File: config.mk
export PLATFORM = sky130hd
export DESIGN_NAME = mem_stage
export DESIGN_NICKNAME = d
export VERILOG_FILES = /design/src/rtl/mem_stage_pkg.sv /design/src/rtl/mem_stage_load_extract.sv /design/src/rtl/mem_stage.sv
export SDC_FILE = /design/constraint.sdc
export NUM_CORES = 1
export LEC_CHECK = 0
export BUFFER_PORTS_ARGS = -buffer_cell sky130_fd_sc_hd__buf_2
export CAP_MARGIN = 20
export CORE_MARGIN = 2
export CORE_UTILIZATION = 35
export DETAILED_ROUTE_END_ITERATION = 6
export GPL_ROUTABILITY_DRIVEN = 0
export GPL_TIMING_DRIVEN = 0
export HOLD_SLACK_MARGIN = 0.12
export PLACE_DENSITY_LB_ADDON = 0.25
export SKIP_CTS_REPAIR_TIMING = 1
export SYNTH_ARGS = -nofsm -noshare
export SYNTH_HDL_FRONTEND = slang
export SYNTH_HIERARCHICAL = 1
export SYNTH_SLANG_ARGS = --single-unit
File: constraint.sdc
create_clock -name clk -period 4.8 [get_ports clk]
set_input_delay 0.96 -clock clk [delete_from_list [all_inputs] [get_ports clk]]
set_output_delay 0.96 -clock clk [all_outputs]
set_load 0.03 [all_outputs]
File: src/rtl/mem_stage_pkg.sv
`default_nettype none
// ============================================================================
// Module      : mem_stage_pkg
// Description : Shared widths, load-op encodings, response FSM states and the
//               execute->memory bus layout for the memory-access stage.
// Revision    : 1.0 - initial release
// ============================================================================
package mem_stage_pkg;

    localparam int EX_TO_MEM_WIDTH = 75;
    localparam int MEM_TO_WB_WIDTH = 70;
    localparam int RF_ZIP_WIDTH    = 39;

    // Load operation encodings carried in ld_op.
    localparam logic [2:0] LD_W  = 3'b000;
    localparam logic [2:0] LD_B  = 3'b001;
    localparam logic [2:0] LD_H  = 3'b010;
    localparam logic [2:0] LD_BU = 3'b101;
    localparam logic [2:0] LD_HU = 3'b110;

    // Data-SRAM response tracking states.
    typedef enum logic [1:0] {
        ST_IDLE = 2'd0,   // no outstanding response
        ST_WAIT = 2'd1,   // request outstanding, data_ok not yet seen
        ST_HOLD = 2'd2    // response buffered, waiting for write-back
    } mem_state_e;

    // Field layout of the execute->memory bus, MSB first.
    typedef struct packed {
        logic        rf_we;
        logic [4:0]  rf_waddr;
        logic [31:0] pc;
        logic [31:0] alu_result;
        logic        res_from_mem;
        logic [2:0]  ld_op;
        logic        mem_req;
    } ex_to_mem_t;

endpackage : mem_stage_pkg
`default_nettype wire

File: src/rtl/mem_stage_load_extract.sv
`default_nettype none
// ============================================================================
// Module      : load_extract
// Description : Selects and extends the byte/half/word addressed by a load
//               from the raw 32-bit SRAM response.
// Revision    : 1.0 - initial release
// ============================================================================
module load_extract
    import mem_stage_pkg::*;
(
    input  logic [31:0] raw_i,
    input  logic [1:0]  addr_i,
    input  logic [2:0]  ld_op_i,
    output logic [31:0] result_o
);

    logic [7:0]  w_byte;
    logic [15:0] w_half;

    // Byte lane from both address bits; half lane from addr[1] only, since
    // misaligned halves are rejected before reaching this stage.
    assign w_byte = raw_i[8*addr_i +: 8];
    assign w_half = raw_i[16*addr_i[1] +: 16];

    // Extend the selected lane according to the load type.
    always_comb begin
        result_o = raw_i;
        case (ld_op_i)
            LD_B:    result_o = {{24{w_byte[7]}}, w_byte};
            LD_BU:   result_o = {24'd0, w_byte};
            LD_H:    result_o = {{16{w_half[15]}}, w_half};
            LD_HU:   result_o = {16'd0, w_half};
            default: result_o = raw_i;
        endcase
    end

endmodule : load_extract
`default_nettype wire

File: src/rtl/mem_stage.sv
`default_nettype none
// ============================================================================
// Module      : mem_stage
// Description : Memory-access pipeline stage. Holds one instruction from
//               execute, waits for the data-SRAM response of loads/stores,
//               buffers it while write-back stalls, extends load data and
//               drives the forwarding/stall bundle for decode.
// Revision    : 1.0 - initial release
// ============================================================================
module mem_stage
    import mem_stage_pkg::*;
(
    input  logic                       clk,
    input  logic                       resetn,
    output logic                       mem_allowin,
    input  logic                       ex_to_mem_valid,
    input  logic [EX_TO_MEM_WIDTH-1:0] ex_to_mem_bus,
    input  logic                       wb_allowin,
    output logic                       mem_to_wb_valid,
    output logic [MEM_TO_WB_WIDTH-1:0] mem_to_wb_bus,
    input  logic                       data_sram_data_ok,
    input  logic [31:0]                data_sram_rdata,
    output logic [RF_ZIP_WIDTH-1:0]    mem_rf_zip
);

    mem_state_e  state_q, state_d;
    logic        mem_valid_q;
    ex_to_mem_t  bus_q;
    logic [31:0] rdata_buf_q, rdata_buf_d;

    logic        w_ready_go;
    logic        w_accept;
    logic        w_new_req;
    logic [31:0] w_raw;
    logic [31:0] w_load_data;
    logic [31:0] w_final_result;
    logic        w_load_pending;

    // The instruction may advance once its response is in hand (or it needs none).
    assign w_ready_go = ~bus_q.mem_req
                      | ((state_q == ST_WAIT) & data_sram_data_ok)
                      | (state_q == ST_HOLD);

    assign mem_allowin     = ~mem_valid_q | (w_ready_go & wb_allowin);
    assign mem_to_wb_valid = mem_valid_q & w_ready_go;

    assign w_accept  = ex_to_mem_valid & mem_allowin;
    assign w_new_req = w_accept & ex_to_mem_bus[0];

    // Valid bit follows execute whenever the stage can take a new entry.
    always_ff @(posedge clk or negedge resetn) begin
        if (!resetn) begin
            mem_valid_q <= 1'b0;
        end else if (mem_allowin) begin
            mem_valid_q <= ex_to_mem_valid;
        end
    end

    // Input register captures the execute bus on an accepted handshake.
    always_ff @(posedge clk or negedge resetn) begin
        if (!resetn) begin
            bus_q <= '0;
        end else if (w_accept) begin
            bus_q <= ex_to_mem_bus;
        end
    end

    // Response FSM state and buffered read data.
    always_ff @(posedge clk or negedge resetn) begin
        if (!resetn) begin
            state_q     <= ST_IDLE;
            rdata_buf_q <= 32'd0;
        end else begin
            state_q     <= state_d;
            rdata_buf_q <= rdata_buf_d;
        end
    end

    // Next-state logic; a departing instruction may be replaced by a new
    // request in the same cycle, which goes straight to WAIT.
    always_comb begin
        state_d     = state_q;
        rdata_buf_d = rdata_buf_q;
        case (state_q)
            ST_IDLE: begin
                if (w_new_req) begin
                    state_d = ST_WAIT;
                end
            end
            ST_WAIT: begin
                if (data_sram_data_ok) begin
                    if (wb_allowin) begin
                        state_d = w_new_req ? ST_WAIT : ST_IDLE;
                    end else begin
                        state_d     = ST_HOLD;
                        rdata_buf_d = data_sram_rdata;
                    end
                end
            end
            ST_HOLD: begin
                if (mem_to_wb_valid & wb_allowin) begin
                    state_d = w_new_req ? ST_WAIT : ST_IDLE;
                end
            end
            default: begin
                state_d = ST_IDLE;
            end
        endcase
    end

    // Once buffered, the SRAM bus is free to change; read from the buffer.
    assign w_raw = (state_q == ST_HOLD) ? rdata_buf_q : data_sram_rdata;

    load_extract u_load_extract (
        .raw_i    (w_raw),
        .addr_i   (bus_q.alu_result[1:0]),
        .ld_op_i  (bus_q.ld_op),
        .result_o (w_load_data)
    );

    assign w_final_result = bus_q.res_from_mem ? w_load_data : bus_q.alu_result;

    // A load still waiting for data cannot be forwarded; decode must stall.
    assign w_load_pending = mem_valid_q & bus_q.res_from_mem & ~w_ready_go;

    assign mem_to_wb_bus = {bus_q.rf_we, bus_q.rf_waddr, bus_q.pc, w_final_result};

    assign mem_rf_zip = {w_load_pending, bus_q.rf_we & mem_valid_q,
                         bus_q.rf_waddr, w_final_result};

endmodule : mem_stage
`default_nettype wire

==> flow_metrics.py <==
metrics = {
    "outcome": {
        "status": "complete, no violations",
    },
    "yosys": {
        "synth_edf_count": 0,
        "ys_ff_latch": 110,
        "synth_xor_area_frac": 0,
        "ys_top_cells_by_count": "mux2_2 (131), dfrtp_1 (110), buf_4 (77), mux2_4 (52), o21ai_0 (24)",
        "synth_top_area_frac": 0.413,
        "synthAdderAreaFrac": 0,
        "seq_area_frac_synth": 0.413,
        "syn_avg_cell_area_um2": 12.6,
        "ys_async_sr_fraction": 1.00,
        "syn-cell-area_um2": 6660,
        "yosys.area_share.simple": 0.0422,
        "synth_cells": 530,
        "synthTopCellsByArea": "dfrtp_1 (41%), mux2_2 (22%), mux2_4 (12%)",
        "synth_top_cell_by_area": "dfrtp_1",
        "synthDistinctLibCells": 41,
        "synthesis.nets": 642,
        "synth_compound_area_frac": 0.0736,
        "synth_top_family_by_area": "multiplexers",
        "synthMuxAreaShare": 0.351,
        "yosysWarnings": 6,
        "ys.flop_type": "dfrtp_1",
        "yosysMostFrequentCell": "mux2_2",
    },
    "global_routing": {
        "grtUsageTotal": 0.168,
        "overflow": 0,
        "grt_max_degree": 72,
        "grt_pass1_wl_um": 26000,
        "antenna_found_initial": 0,
        "grt_pass1_vias": 4562,
    },
    "detailed_routing": {
        "via_per_inst": 4.73,
        "drt-initial-drc-count": 147,
        "route.detailed.drc": 0,
        "wl_um": 16900,
        "via_count": 4740,
        "ant_nets": 0,
        "wl_per_cell_um": 16.8,
        "dr.pass1.iters": 4,
    },
    "placement": {
        "place_area_um2": 8100,
        "place_inst": 987,
        "dpl.hpwl_um": 13300,
        "dpl_worst_slack_ns": 0.846,
        "io_buffers": 222,
    },
    "clocking": {
        "cts_tree": "built",
        "clk_latency_ns": 0.35,
        "cts_sinks": 110,
        "htree_levels": 3,
        "clkSlewWorstSetupHoldPaths_ns": 0.08,
        "cts_buffer_depth": 2,
        "numCtsBuffers": 9,
        "clock-root-buffer": "clkbuf_16",
    },
    "worst_setup_path": {
        "critical_path_class": "reg -> out",
        "worst-path-max-fanout": 10,
        "arrival_ns": 3.33,
        "max_stage_delay_ns": 0.41,
        "crit_chain": "nand2b_1 -> buf_6 -> buf_2 -> mux2_2 -> mux2_4 -> a32oi_4 -> buf_6 -> o211ai_1 -> mux2_2 -> buf_4 -> buf_2",
        "worst_path_max_delay_cell": "dfrtp_1",
        "cp-start-kind": "flip-flop",
        "cp-end-kind": "primary output",
        "worstPathRequired_ns": 3.84,
    },
    "floorplanning": {
        "num_rows": 50,
        "die_w_um": 142,
        "core_area_um2": 18700,
        "io_pins": 223,
        "dieArea_um2": 20200,
        "start_util": 0.356,
        "die_y_um": 142,
    },
    "flow_run": {
        "max-cap-violations": 0,
    },
    "layout": {
        "final_net_count": 876,
        "design_area_um2": 8410,
        "area_delta_synth_final_pct": 26.3,
        "nFillCells": 1742,
        "drive_above_1_share": 0.691,
        "fin_cells": 1003,
        "diodes": 0,
    },
    "timing": {
        "slew_viol_final": 0,
        "setup-violations-final": 0,
        "fin_crit_sh": 0.895,
        "worstMarginPinSlew_ns": 0.710,
        "setup_ws_ns": 0.506,
        "fin_setup_tns_ns": 0,
        "finalHoldViolations": 0,
        "finalClockSkew_ns": 0.00790,
        "hold_ws_ns": 0.507,
        "min_period_ns": 4.29,
        "slew_headroom": 0.525,
        "fmax_mhz": 233,
        "rsz0062_at_grt": "false",
    },
    "worst_hold_path": {
        "min_path_type": "in -> async",
    },
    "power": {
        "p_leak_uw": 0.00417,
        "max-vdd-ir-drop_mv": 0.610,
        "p_per_area_nw_per_um2": 874,
    },
}
[critical path, delay by kind of cell, from the launching register on]
family	cells	cell delay [ns]
buf+inv	5	0.87
simple gates	1	0.14
compound gates	2	0.48
flops	1	0.41
mux	3	1.06
[where the power goes]
group,internal (uW),switching [uW],leakage (uW)
Combinational,2150,2770,0.00271
Clock,428,363,0.000154
Sequential,1390,257,0.00131
[path summary, 6_finish.rpt]
check                                            startpoint                     endpoint  slack (ns)  depth (start not counted)
worst min register to register  rdata_buf_q[26]$_DFFE_PN0P_  rdata_buf_q[26]$_DFFE_PN0P_        0.51                          1
worst min-delay path                                 resetn        bus_q[11]$_DFFE_PN0N_        0.51                          1
worst max register to register       state_q[0]$_DFFE_PN0P_        bus_q[13]$_DFFE_PN0N_        3.04                          7
min in group clk                rdata_buf_q[26]$_DFFE_PN0P_  rdata_buf_q[26]$_DFFE_PN0P_        0.51                          1
worst max-delay path                 state_q[0]$_DFFE_PN0P_            mem_to_wb_bus[16]        0.51                         11
max in group asynchronous                            resetn        bus_q[34]$_DFFE_PN0N_        3.61                          2
[logic make-up (layout without fill, tap and decap cells)]
logic type,count (synthesis),count (layout)
buffers and inverters,113,352
DFF,110,110
and+or+nand+nor,48,48
AOI/OAI and AO/OA,68,68
muxes,191,191
[cells in the final DEF, fill, tap and decap left out, types with 2 or more instances in the layout]
| cell | n |
|---|---|
| o21ai_1 | 4 |
| or3b_2 | 2 |
| inv_6 | 4 |
| clkbuf_16 | 9 |
| nand3_1 | 4 |
| a221o_1 | 3 |
| a21oi_1 | 2 |
| nor2b_1 | 4 |
| dfrtp_1 | 110 |
| buf_2 | 233 |
| o211ai_2 | 2 |
| buf_6 | 11 |
| and3_1 | 6 |
| mux2i_1 | 8 |
| nor2_1 | 7 |
| buf_4 | 77 |
| nand3b_1 | 2 |
| o311a_1 | 2 |
| and2_1 | 3 |
| a221oi_1 | 6 |
| nand2b_1 | 5 |
| nor3b_1 | 2 |
| mux2_4 | 52 |
| buf_1 | 2 |
| o211ai_1 | 18 |
| clkbuf_1 | 11 |
| mux2_2 | 131 |
| o21ai_0 | 24 |
| nand2_1 | 7 |
[metal layers]
metal,vias up,track usage,share of wire
met5,-,0,0
met4,0,0.0416,0.012
met3,11,0.0350,0.052
met2,169,0.261,0.47
met1,2256,0.241,0.47
li1,2304,-,-
[layout make-up]
type                       instances  area (um^2)  area share
buffer                           112          800      0.0950
sequential                       110         2750       0.327
timing repair buffer             223         1140       0.136
clock buffer                      10          239      0.0284
clock inverter                     6         73.8     0.00877
multi-input combinational        307         3110       0.369
tap                              234          293      0.0348
inverter                           1         3.75    0.000446
[sequential cells by signal (all words and copies together) (netlist names)]
name	flops
bus_q	37
mem_to_wb_bus	33
rdata_buf_q	32
mem_rf_zip	5
state_q	2
mem_valid_q	1
[metrics by stage]
step           utilization  total power (uW)
2_1_floorplan            -              5420
3_3_place_gp         0.431              6580
3_5_place_dp         0.433              6610
4_1_cts              0.450              7430
5_1_grt              0.450              7780
6_report             0.450              7350
No activity file was read; power rests on OpenSTA's default activity.
